`src/rtl/mips16_pkg.sv`:
```
// Shared encodings for the 16-bit MIPS multicycle core.
// States, opcodes, ALU op codes and the control-strobe bundle.
package mips16_pkg;

  typedef enum logic [3:0] {
    ST_FETCH    = 4'd0,
    ST_DECODE   = 4'd1,
    ST_MEMADDR  = 4'd2,
    ST_MEMREAD  = 4'd3,
    ST_MEMWB    = 4'd4,
    ST_MEMWRITE = 4'd5,
    ST_EXEC     = 4'd6,
    ST_RWB      = 4'd7,
    ST_BRANCH   = 4'd8,
    ST_JUMP     = 4'd9
  } state_e;

  localparam logic [3:0] OP_LOAD   = 4'b1000;
  localparam logic [3:0] OP_STORE  = 4'b1001;
  localparam logic [3:0] OP_BRANCH = 4'b1010;
  localparam logic [3:0] OP_JUMP   = 4'b1011;

  localparam logic [1:0] ALU_ADD = 2'b00;
  localparam logic [1:0] ALU_BR  = 2'b01;
  localparam logic [1:0] ALU_R   = 2'b10;

  typedef struct packed {
    logic [1:0] op_alu;
    logic       pc_write;
    logic       pc_write_cond;
    logic [1:0] pc_source;
    logic       iord;
    logic       mem_read;
    logic       mem_write;
    logic       ir_write;
    logic       mem_to_reg;
    logic       reg_dst;
    logic       reg_write;
    logic       alu_src_a;
    logic [1:0] alu_src_b;
  } ctrl_t;

endpackage

```
`src/rtl/mips16_main_control.sv`:
```
// Multicycle main control FSM: sequences fetch/decode/execute/mem/wb,
// stalls on mem_ready and counts retired instructions.
module mips16_main_control
  import mips16_pkg::*;
#(
  parameter int CNT_W = 16
) (
  input  logic             clock,
  input  logic             resetn,
  input  logic [3:0]       Opcode,
  input  logic             mem_ready,
  output logic [3:0]       state,
  output logic [1:0]       OpAlu,
  output logic             PCWrite,
  output logic             PCWriteCond,
  output logic [1:0]       PCSource,
  output logic             IorD,
  output logic             MemRead,
  output logic             MemWrite,
  output logic             IRWrite,
  output logic             MemtoReg,
  output logic             RegDst,
  output logic             RegWrite,
  output logic             ALUSrcA,
  output logic [1:0]       ALUSrcB,
  output logic             illegal_op,
  output logic [CNT_W-1:0] instr_count
);

  state_e             state_q, state_d;
  logic               run_q, run_d;
  logic               illegal_q, illegal_d;
  logic [CNT_W-1:0]   cnt_q, cnt_d;
  logic               retire;
  ctrl_t              c, cg;

  always_comb begin
    c         = '0;
    state_d   = state_q;
    illegal_d = 1'b0;
    retire    = 1'b0;
    run_d     = 1'b1;
    unique case (state_q)
      ST_FETCH: begin
        c.mem_read  = 1'b1;
        c.alu_src_b = 2'b01;
        c.op_alu    = ALU_ADD;
        c.ir_write  = mem_ready;
        c.pc_write  = mem_ready;
        if (mem_ready) state_d = ST_DECODE;
      end
      ST_DECODE: begin
        c.alu_src_b = 2'b10;
        if (!Opcode[3]) begin
          state_d = ST_EXEC;
        end else begin
          unique case (Opcode)
            OP_LOAD,
            OP_STORE:  state_d = ST_MEMADDR;
            OP_BRANCH: state_d = ST_BRANCH;
            OP_JUMP:   state_d = ST_JUMP;
            default: begin
              state_d   = ST_FETCH;
              illegal_d = 1'b1;
            end
          endcase
        end
      end
      ST_MEMADDR: begin
        c.alu_src_a = 1'b1;
        c.alu_src_b = 2'b10;
        state_d = (Opcode == OP_STORE) ?
                  ST_MEMWRITE : ST_MEMREAD;
      end
      ST_MEMREAD: begin
        c.mem_read = 1'b1;
        c.iord     = 1'b1;
        if (mem_ready) state_d = ST_MEMWB;
      end
      ST_MEMWB: begin
        c.reg_write  = 1'b1;
        c.mem_to_reg = 1'b1;
        state_d = ST_FETCH;
        retire  = 1'b1;
      end
      ST_MEMWRITE: begin
        c.mem_write = 1'b1;
        c.iord      = 1'b1;
        if (mem_ready) begin
          state_d = ST_FETCH;
          retire  = 1'b1;
        end
      end
      ST_EXEC: begin
        c.alu_src_a = 1'b1;
        c.op_alu    = ALU_R;
        state_d = ST_RWB;
      end
      ST_RWB: begin
        c.reg_write = 1'b1;
        c.reg_dst   = 1'b1;
        state_d = ST_FETCH;
        retire  = 1'b1;
      end
      ST_BRANCH: begin
        c.alu_src_a     = 1'b1;
        c.op_alu        = ALU_BR;
        c.pc_write_cond = 1'b1;
        c.pc_source     = 2'b01;
        state_d = ST_FETCH;
        retire  = 1'b1;
      end
      ST_JUMP: begin
        c.pc_write  = 1'b1;
        c.pc_source = 2'b10;
        state_d = ST_FETCH;
        retire  = 1'b1;
      end
      default: state_d = ST_FETCH;
    endcase
    // Hold in FETCH until the first edge after reset release.
    if (!run_q) begin
      state_d   = ST_FETCH;
      illegal_d = 1'b0;
      retire    = 1'b0;
    end
    cnt_d = cnt_q + {{(CNT_W-1){1'b0}}, retire};
    cg    = run_q ? c : '0;
  end

  always_ff @(posedge clock or negedge resetn) begin
    if (!resetn) begin
      state_q   <= ST_FETCH;
      run_q     <= 1'b0;
      illegal_q <= 1'b0;
      cnt_q     <= '0;
    end else begin
      state_q   <= state_d;
      run_q     <= run_d;
      illegal_q <= illegal_d;
      cnt_q     <= cnt_d;
    end
  end

  assign state       = state_q;
  assign OpAlu       = cg.op_alu;
  assign PCWrite     = cg.pc_write;
  assign PCWriteCond = cg.pc_write_cond;
  assign PCSource    = cg.pc_source;
  assign IorD        = cg.iord;
  assign MemRead     = cg.mem_read;
  assign MemWrite    = cg.mem_write;
  assign IRWrite     = cg.ir_write;
  assign MemtoReg    = cg.mem_to_reg;
  assign RegDst      = cg.reg_dst;
  assign RegWrite    = cg.reg_write;
  assign ALUSrcA     = cg.alu_src_a;
  assign ALUSrcB     = cg.alu_src_b;
  assign illegal_op  = illegal_q;
  assign instr_count = cnt_q;

endmodule

```
`config.mk`:
```
export PLATFORM = sky130hd
export DESIGN_NAME = mips16_main_control
export DESIGN_NICKNAME = d
export VERILOG_FILES = /design/src/rtl/mips16_pkg.sv /design/src/rtl/mips16_main_control.sv
export SDC_FILE = /design/constraint.sdc
export NUM_CORES = 1
export LEC_CHECK = 0
export CAP_MARGIN = 25
export CORE_MARGIN = 4
export CORE_UTILIZATION = 44
export CTS_CLUSTER_DIAMETER = 100
export DETAILED_ROUTE_END_ITERATION = 8
export PLACE_DENSITY = 0.79
export SETUP_SLACK_MARGIN = 0.15
export SLEW_MARGIN = 15
export SYNTH_ARGS = -nofsm -noshare
export SYNTH_HDL_FRONTEND = slang
export SYNTH_SLANG_ARGS = --single-unit
```
`constraint.sdc`:
```
create_clock -name clock -period 2.7 [get_ports clock]
set_input_delay 0.27 -clock clock [delete_from_list [all_inputs] [get_ports clock]]
set_output_delay 0.27 -clock clock [all_outputs]
set_load 0.005 [all_outputs]
```
==> results.json <==
{
  "status": "complete, no violations",
  "grt_max_degree": 23,
  "cts_root_buffer": "clkbuf_4",
  "viasPerCell": 5.58,
  "ys_seq_area_frac": 0.445,
  "cts.htree.levels": 1,
  "antenna_cells": 0,
  "tritoncts": "yes",
  "max-vdd-ir-drop_mv": 0.568,
  "ys.flop_type": "dfrtp_1",
  "ys_ff_latch": 22,
  "crit_type": "reg -> out",
  "cp-start-kind": "flip-flop",
  "cts_hold_buf": 0,
  "place_area_um2": 1690,
  "syn_inst": 128,
  "fp-row-count": 18,
  "io_buffers": 43,
  "gr-usage-met1": 0.220,
  "core_um2": 2570,
  "fin_nets": 181,
  "syn2layout_area_growth_pct": 41.7,
  "die_y_um": 61.0,
  "leakagePower_nw": 0.742,
  "synth_area_per_cell_um2": 9.67,
  "ys_async_sr_fraction": 1.00,
  "netlist_area_um2": 1240,
  "dp_hpwl_mm": 2.48,
  "slew_viol_final": 0,
  "period_share": 0.888,
  "clk_path_buf_depth": 2,
  "fin_skew_ns": 0.0112,
  "synth_cell_type_count": 38,
  "cp.arrival_ns": 2.13,
  "final_cell_area_um2": 1750,
  "drt-pass1-iter-count": 4,
  "crit_required_ns": 2.43,
  "end_kind": "primary output",
  "start_util": 0.482,
  "synth_nets": 137,
  "max_freq_mhz": 417,
  "antenna_found_initial": 0,
  "vias": 1122,
  "grt.busiest_layer": "met2",
  "crit_fanout": 9,
  "ys_warn_count": 0,
  "track_usage": 0.181,
  "io_pins": 44,
  "final_cell_mix": "clkdlybuf4s50_1 (43), dfrtp_1 (19), xnor2_1 (10), nor2_1 (9), nand3_1 (7)",
  "cts_made_buffers": 3,
  "grtUsageMet2": 0.305,
  "post_cts.repair.setup_buffers": 0,
  "setup_viol": 0,
  "clkLatencyLatePin_ns": 0.31,
  "layout-drive-gt1-share": 0.0819,
  "grt_pass1_wl_mm": 4.97,
  "avgRoutedWirePerCell_um": 15.7,
  "clock-sinks": 22,
  "gp_congestion": 0.812,
  "dp_slack_ns": 0.261,
  "fin_tns_setup_ns": 0,
  "fp.dieArea_um2": 3720,
  "drt-initial-drc-count": 51,
  "drc_errors": 0,
  "cts.clk_slew.worst_paths_ns": 0.13,
  "power.density_nw_per_um2": 684,
  "first_global_vias": 1132,
  "final_common_cell": "clkdlybuf4s50_1",
  "hp-class": "in -> async",
  "synth_edf_count": 0,
  "p_total_mw": 1.20,
  "postRouteAntennaNets": 0,
  "timing.final.hold_violations": 0,
  "maxCapViolations": 0,
  "setup_slack_ns": 0.304,
  "overflow": 0,
  "wirelength_mm": 3.15,
  "die_w_um": 61.0,
  "rsz0062_at_grt": "no",
  "grt_use_met3": 0.0356,
  "period_needed_ns": 2.40
}
==> per-stage QoR <==
step,hold slack (ns),std cells,utilization
2_1_floorplan,-0.0256,128,-
3_3_place_gp,0.457,197,0.658
3_5_place_dp,0.459,197,0.658
4_1_cts,0.281,201,0.679
5_1_grt,0.283,201,0.683
6_report,0.277,201,0.683
==> metal layers <==
layer	up-vias	part of all wire
met3	8	0.058
met4	0	0.029
li1	533	-
met2	46	0.49
met1	535	0.42
met5	-	0
==> power by group <==
part	internal [mW]	switching (mW)	leakage, nW	total, mW
clock	0.150	0.103	0.0279	0.253
sequential	0.376	0.0610	0.288	0.437
combinational	0.277	0.233	0.425	0.509
==> critical path, stage by stage, from the launching register on <==
cell,delay (ns)
dfrtp_2,0.50
or3b_4,0.47
nor3_2,0.16
and2_1,0.16
clkdlybuf4s50_1,0.51
==> Yosys cell counts, types with 2 or more instances <==
cell type	number	area, µm²
o21ai_0	4	20.0
buf_4	2	15.0
and2_1	3	18.8
a22oi_1	2	15.0
xor2_1	6	52.6
dfrtp_1	22	551
a21oi_1	6	30.0
and3_1	3	18.8
nand4_1	4	25.0
nor2b_1	4	25.0
inv_1	3	11.3
nand3_1	7	35.0
nor3b_1	2	15.0
nor3_1	6	30.0
nand2b_1	3	18.8
and4_1	2	17.5
nor2_1	9	33.8
ha_1	2	25.0
nand2_1	6	22.5
xnor2_1	10	87.6
clkbuf_1	3	11.3
nor4b_1	3	26.3
==> kinds of logic after synthesis <==
kind of cell               after synthesis  synth area share
muxes                                    1           0.00809
xor gates and xnor gates                16             0.113
DFF                                     22             0.445
buffers and inverters                   11            0.0465
other                                    1           0.00303
and+or+nand+nor                         59             0.284
adders and majority gates                2            0.0202
AOI/OAI and AO/OA                       16            0.0799
==> path summary, 6_finish.rpt <==
kind                                        end  cells after the start             from  slack [ns]
worst max-delay path                    IRWrite                      4         state[2]        0.30
worst min-delay path             instr_count[8]                      2           resetn        0.28
worst max register to register  instr_count[14]                      9         state[3]        0.46
worst min register to register  instr_count[15]                      1  instr_count[15]        0.47
max in group asynchronous                 run_q                      2           resetn        2.17
min in group clock              instr_count[15]                      1  instr_count[15]        0.47
==> sequential cells by signal, summed over array words and instances, names as in the netlist <==
signal / flops
state: 4
illegal_op: 1
instr_count: 16
run_q: 1
==> cell type report <==
type / count / area, µm²
well taps: 30 / 37.5
clock buffers: 3 / 22.5
flip-flops and latches: 22 / 554
fillers: 213 / 815
inverters: 3 / 11.3
clock inverters: 1 / 30.0
repair buffers: 47 / 460
multi-input cells: 95 / 637
==> repair_timing <==
action	4_1_cts	5_1_grt
setup endpoints to repair	1	5
gates resized for setup	1	4
endpoints found under the hold margin	0	0
(Power assumes the default switching activity.)
